File: src/rtl/gate_bist_pkg.sv
// Shared definitions for the 2-input gate BIST sequencer.
//   state_e : sequencer states (IDLE, APPLY, CHECK, DONE)
//   TT_*    : expected truth tables; bit idx = expected y for {a,b} = idx
package gate_bist_pkg;

    typedef enum logic [1:0] {
        IDLE  = 2'd0,
        APPLY = 2'd1,
        CHECK = 2'd2,
        DONE  = 2'd3
    } state_e;

    localparam logic [3:0] TT_AND  = 4'b1000;
    localparam logic [3:0] TT_OR   = 4'b1110;
    localparam logic [3:0] TT_XOR  = 4'b0110;
    localparam logic [3:0] TT_NAND = 4'b0111;
    localparam logic [3:0] TT_NOR  = 4'b0001;

endpackage

File: src/rtl/gate_bist_settle_timer.sv
// Settle-window down-counter for the gate BIST sequencer.
// Ports:
//   clk, rst_n  : clock, async active-low reset
//   load_i      : load SETTLE_CYC-1 (asserted on the edge that enters APPLY)
//   en_i        : count down while high, stopping at 0
//   expire_o    : counter is at 0, settle window is over
module gate_bist_settle_timer #(
    parameter int SETTLE_CYC = 2
) (
    input  logic clk,
    input  logic rst_n,
    input  logic load_i,
    input  logic en_i,
    output logic expire_o
);

    localparam int CW = (SETTLE_CYC > 1) ? $clog2(SETTLE_CYC) : 1;

    logic [CW-1:0] cnt_q, cnt_d;

    always_comb begin
        cnt_d = cnt_q;
        if (load_i)
            cnt_d = CW'(SETTLE_CYC - 1);
        else if (en_i && cnt_q != '0)
            cnt_d = cnt_q - 1'b1;
    end

    always_ff @(posedge clk or negedge rst_n) begin
        if (!rst_n) cnt_q <= '0;
        else        cnt_q <= cnt_d;
    end

    assign expire_o = (cnt_q == '0);

endmodule

File: src/rtl/gate_bist_ctrl.sv
// Built-in-test sequencer for a 2-input logic gate. Drives the four {a,b}
// patterns, holds each for SETTLE_CYC cycles, samples dut_y in a CHECK cycle
// and counts mismatches against a latched truth table (saturating counter).
// Ports:
//   clk, rst_n     : clock, async active-low reset
//   start          : begin a run (accepted in IDLE or DONE only)
//   truth_tbl[3:0] : expected outputs, latched on accepted start
//   dut_a, dut_b   : gate stimulus
//   dut_y          : gate output under test (synchronous to clk)
//   busy, done     : run in progress / run finished
//   pass           : valid while done, 1 iff err_cnt == 0
//   err_cnt        : mismatch count, saturating at 2**ERR_W-1
//   fail_idx[1:0]  : first failing {a,b} index (GATE_BIST_STOP_ON_FAIL_EN only)
// Build option GATE_BIST_STOP_ON_FAIL_EN: the first mismatch ends the run.
module gate_bist_ctrl
    import gate_bist_pkg::*;
#(
    parameter int SETTLE_CYC = 2,
    parameter int LOOPS      = 1,
    parameter int ERR_W      = 4
) (
    input  logic             clk,
    input  logic             rst_n,
    input  logic             start,
    input  logic [3:0]       truth_tbl,
    output logic             dut_a,
    output logic             dut_b,
    input  logic             dut_y,
    output logic             busy,
    output logic             done,
    output logic             pass,
    output logic [ERR_W-1:0] err_cnt
`ifdef GATE_BIST_STOP_ON_FAIL_EN
    ,
    output logic [1:0]       fail_idx
`endif
);

    localparam int               LW      = (LOOPS > 1) ? $clog2(LOOPS) : 1;
    localparam logic [ERR_W-1:0] ERR_MAX = {ERR_W{1'b1}};

    state_e           state_q, state_d;
    logic [3:0]       tt_q, tt_d;
    logic [1:0]       idx_q, idx_d;
    logic [LW-1:0]    loop_q, loop_d;
    logic [ERR_W-1:0] err_q, err_d;
    logic             expire;
    logic             mismatch;
`ifdef GATE_BIST_STOP_ON_FAIL_EN
    logic [1:0]       fail_q, fail_d;
`endif

    // Reload the settle window on every entry into APPLY.
    gate_bist_settle_timer #(.SETTLE_CYC(SETTLE_CYC)) u_settle (
        .clk      (clk),
        .rst_n    (rst_n),
        .load_i   (state_d == APPLY && state_q != APPLY),
        .en_i     (state_q == APPLY),
        .expire_o (expire)
    );

    assign mismatch = (dut_y != tt_q[idx_q]);

    always_comb begin
        state_d = state_q;
        tt_d    = tt_q;
        idx_d   = idx_q;
        loop_d  = loop_q;
        err_d   = err_q;
`ifdef GATE_BIST_STOP_ON_FAIL_EN
        fail_d  = fail_q;
`endif
        unique case (state_q)
            IDLE, DONE: begin
                if (start) begin
                    state_d = APPLY;
                    tt_d    = truth_tbl;
                    idx_d   = 2'd0;
                    loop_d  = '0;
                    err_d   = '0;
`ifdef GATE_BIST_STOP_ON_FAIL_EN
                    fail_d  = 2'd0;
`endif
                end
            end
            APPLY: begin
                if (expire) state_d = CHECK;
            end
            CHECK: begin
                if (mismatch && err_q != ERR_MAX) err_d = err_q + 1'b1;
`ifdef GATE_BIST_STOP_ON_FAIL_EN
                if (mismatch) begin
                    state_d = DONE;
                    fail_d  = idx_q;
                end else
`endif
                if (idx_q != 2'd3) begin
                    idx_d   = idx_q + 2'd1;
                    state_d = APPLY;
                end else if (int'(loop_q) < LOOPS - 1) begin
                    idx_d   = 2'd0;
                    loop_d  = loop_q + 1'b1;
                    state_d = APPLY;
                end else begin
                    state_d = DONE;
                end
            end
            default: state_d = IDLE;
        endcase
    end

    always_ff @(posedge clk or negedge rst_n) begin
        if (!rst_n) begin
            state_q <= IDLE;
            tt_q    <= '0;
            idx_q   <= '0;
            loop_q  <= '0;
            err_q   <= '0;
`ifdef GATE_BIST_STOP_ON_FAIL_EN
            fail_q  <= '0;
`endif
        end else begin
            state_q <= state_d;
            tt_q    <= tt_d;
            idx_q   <= idx_d;
            loop_q  <= loop_d;
            err_q   <= err_d;
`ifdef GATE_BIST_STOP_ON_FAIL_EN
            fail_q  <= fail_d;
`endif
        end
    end

    // Stimulus is forced to 00 outside a run so the gate sees a quiet input.
    assign busy    = (state_q == APPLY) || (state_q == CHECK);
    assign done    = (state_q == DONE);
    assign pass    = done && (err_q == '0);
    assign dut_a   = busy & idx_q[1];
    assign dut_b   = busy & idx_q[0];
    assign err_cnt = err_q;
`ifdef GATE_BIST_STOP_ON_FAIL_EN
    assign fail_idx = fail_q;
`endif

endmodule

File: config.mk
export PLATFORM = sky130hd
export DESIGN_NAME = gate_bist_ctrl
export DESIGN_NICKNAME = d
export VERILOG_FILES = /design/src/rtl/gate_bist_pkg.sv /design/src/rtl/gate_bist_settle_timer.sv /design/src/rtl/gate_bist_ctrl.sv
export SDC_FILE = /design/constraint.sdc
export NUM_CORES = 1
export LEC_CHECK = 0
export BUFFER_PORTS_ARGS = -buffer_cell sky130_fd_sc_hd__buf_2
export CAP_MARGIN = 20
export CORE_ASPECT_RATIO = 2
export CORE_MARGIN = 4
export CORE_UTILIZATION = 25
export CTS_CLUSTER_SIZE = 12
export DETAILED_ROUTE_END_ITERATION = 16
export PLACE_DENSITY_LB_ADDON = 0.2
export SLEW_MARGIN = 20
export SYNTH_ARGS = -nofsm -noshare
export SYNTH_HDL_FRONTEND = slang
export SYNTH_SLANG_ARGS = --single-unit
File: constraint.sdc
create_clock -name clk -period 3.6 [get_ports clk]
set_input_delay 0.18 -clock clk [delete_from_list [all_inputs] [get_ports clk]]
set_output_delay 0.18 -clock clk [all_outputs]
set_load 0.01 [all_outputs]
==> flow_metrics.env <==
export IMPL_fp_dieW_um=49.5
export IMPL_finalHoldViolations=0
export IMPL_register_area_um2=325
export IMPL_max_freq_mhz=527
export IMPL_netlist_area_leader_share_pct=37.7
export IMPL_ys_seq_elements=13
export IMPL_syn_area_um2=862
export IMPL_synthCells=86
export IMPL_antenna_found_initial=0
export IMPL_root_buffer="clkbuf_8"
export IMPL_async_flop_share_pct=100
export IMPL_htreeDepth=1
export IMPL_place_gp_congestion=0.712
export IMPL_clock_sinks=13
export IMPL_yosysSeqAreaShare_pct=37.7
export IMPL_worst_pin_slew_ps=531
export IMPL_drive_gt1_share_pct=27.6
export IMPL_cap_violations=0
export IMPL_finalNetCount=121
export IMPL_tns_ps=0
export IMPL_synth_nets=101
export IMPL_status="finished, final reports clean"
export IMPL_clk_path_buf_depth=2
export IMPL_yosys_area_top_type="dfrtp_1"
export IMPL_numCtsBuffers=3
export IMPL_synth_edf_count=0
export IMPL_synth_common_cells="dfrtp_1, nand2_1, ha_1, inv_1, nor2_1"
export IMPL_io_pins=17
export IMPL_powerDensity_mw_per_mm2=879
export IMPL_fin_ws_ps=1700
export IMPL_cp_max_fo=9
export IMPL_cp_arrival_ps=2060
export IMPL_fin_worst_skew_ps=1.30
export IMPL_post_cts_buffers=0
export IMPL_postRouteAntennaNets=0
export IMPL_clock_latency_ps=250
export IMPL_syn_area_per_cell_um2=10.0
export IMPL_portBuffers=16
export IMPL_synth_most_common_cell="dfrtp_1"
export IMPL_setup_viol=0
export IMPL_drt_wl_total_mm=2.07
export IMPL_hold_class="primary input to flip-flop"
export IMPL_core_area_mm2=0.00334
export IMPL_vias=703
export IMPL_grt_overflow=0
export IMPL_firstDrtPassIters=3
export IMPL_yosys_top_cells_area="dfrtp_1, ha_1, mux2_2"
export IMPL_routed_via_density=5.13
export IMPL_grt_pass1_vias=795
export IMPL_criticalPathCategory="flip-flop to flip-flop"
export IMPL_grt_pass1_wl_mm=3.59
export IMPL_rows=30
export IMPL_holdBufCountCts=1
export IMPL_yosysUniqueCellTypes=32
export IMPL_first_iter_violations=5
export IMPL_power_uw=904
export IMPL_drv_slew=0
export IMPL_areaGrowthSynthToFinish_pct=19.3
export IMPL_cp_required_ps=3770
export IMPL_period_needed_ps=1900
export IMPL_grt_max_degree=15
export IMPL_power_leakage_uw=0.000481
export IMPL_clk_pin_slew_ps=60
export IMPL_dp_worst_setup_slack_ps=1690
export IMPL_synth_main_ff_cell="dfrtp_1"
export IMPL_num_antenna_cells=0
export IMPL_wire_per_inst_um=15.1
export IMPL_place_hpwl_mm=1.62
export IMPL_multiInputGateArea_um2=500
export IMPL_yosysWarnings=0
export IMPL_drc_errors=0
export IMPL_grt_use_total_pct=10.4
export IMPL_startpoint_type="flip-flop"
export IMPL_cts_resized=0
export IMPL_cts_tree="built"
export IMPL_die_y_um=91.0
export IMPL_rsz0062_at_grt="false"
export IMPL_dieArea_mm2=0.00451
export IMPL_initial_core_util_pct=25.8
export IMPL_nFillCells=349
export IMPL_ir_worst_vdd_mv=0.353
export IMPL_finalCritPeriodShare_pct=52.7
export IMPL_end_kind="flip-flop"
export IMPL_slew_headroom_pct=64.6
[cell families (layout without fill, tap and decap cells)]
group | Yosys count | in the layout | synth area share, %
xor gates and xnor gates | 2 | 2 | 2.90
muxes | 8 | 8 | 12.8
buffers and inverters | 9 | 28 | 4.21
AOI/OAI and AO/OA | 20 | 20 | 17.0
DFF | 13 | 13 | 37.7
adders and majority gates | 7 | 7 | 10.2
and+or+nand+nor | 27 | 27 | 15.2
[cells in the final DEF (no fill, tap or decap), types with 3 or more instances in the layout]
master	count
buf_2	16
clkbuf_8	3
dfrtp_1	13
ha_1	7
inv_1	7
mux2_2	4
nand2_1	8
nor2_1	7
nor2b_1	3
o211ai_1	6
[per-stage QoR]
stage | utilization (%) | cell area [um^2] | hold slack, ps | std cells
detailed placement | 29.1 | 972 | 106 | 132
finish | 30.8 | 1030 | 163 | 137
global placement | 29.1 | 972 | 98.7 | 132
CTS | 30.8 | 1030 | 164 | 137
floorplan | - | 862 | -116 | 86
global route | 30.8 | 1030 | 172 | 137
[worst max-delay path, cell delays in order (launching register included)]
cell and delay [ps]:
dfrtp_1 410, inv_1 80, ha_1 490, nor2b_1 340, a22oi_1 190, o21a_1 140, o211ai_1 160
[area by class of cell]
type / instances / share of cell area (%)
clock buffer: 3 / 4.01
clock inverter: 1 / 0.487
inverter: 7 / 2.55
multi-input combinational: 64 / 48.7
sequential: 13 / 31.6
tap: 32 / 3.89
timing repair buffer: 17 / 8.76
[worst paths after layout]
path | startpoint | end | slack, ps | cells after the start
setup / recovery | state_q[0]$_DFF_PN0_ | u_settle.cnt_q$_DFFE_PN0P_ | 1700 | 6
hold / removal | truth_tbl[0] | tt_q[0]$_DFFE_PN0P_ | 160 | 2
setup reg to reg | state_q[0]$_DFF_PN0_ | u_settle.cnt_q$_DFFE_PN0P_ | 1700 | 6
hold reg to reg | tt_q[2]$_DFFE_PN0P_ | tt_q[2]$_DFFE_PN0P_ | 500 | 1
max in group asynchronous | rst_n | state_q[1]$_DFF_PN0_ | 2990 | 2
min in group asynchronous | rst_n | idx_q[1]$_DFFE_PN0P_ | 360 | 2
[power breakdown]
| group | internal [uW] | switching, uW |
|---|---|---|
| combinational | 226 | 290 |
| sequential | 201 | 51.1 |
| clock | 76.7 | 59.6 |
| total | 503 | 401 |
[flip-flops by register name (all words and copies together) (netlist names)]
register / count
err_cnt: 4
idx_q: 2
state_q: 2
tt_q: 4
u_settle.cnt_q: 1
[metal layers]
layer	vias up	track usage, %	routed length, um
met4	0	5.54	55
met3	5	1.81	67
met1	337	10.1	770
li1	347	-	-
met5	-	0	0
met2	14	19.8	1180
Power figures use the tool's default switching activity.
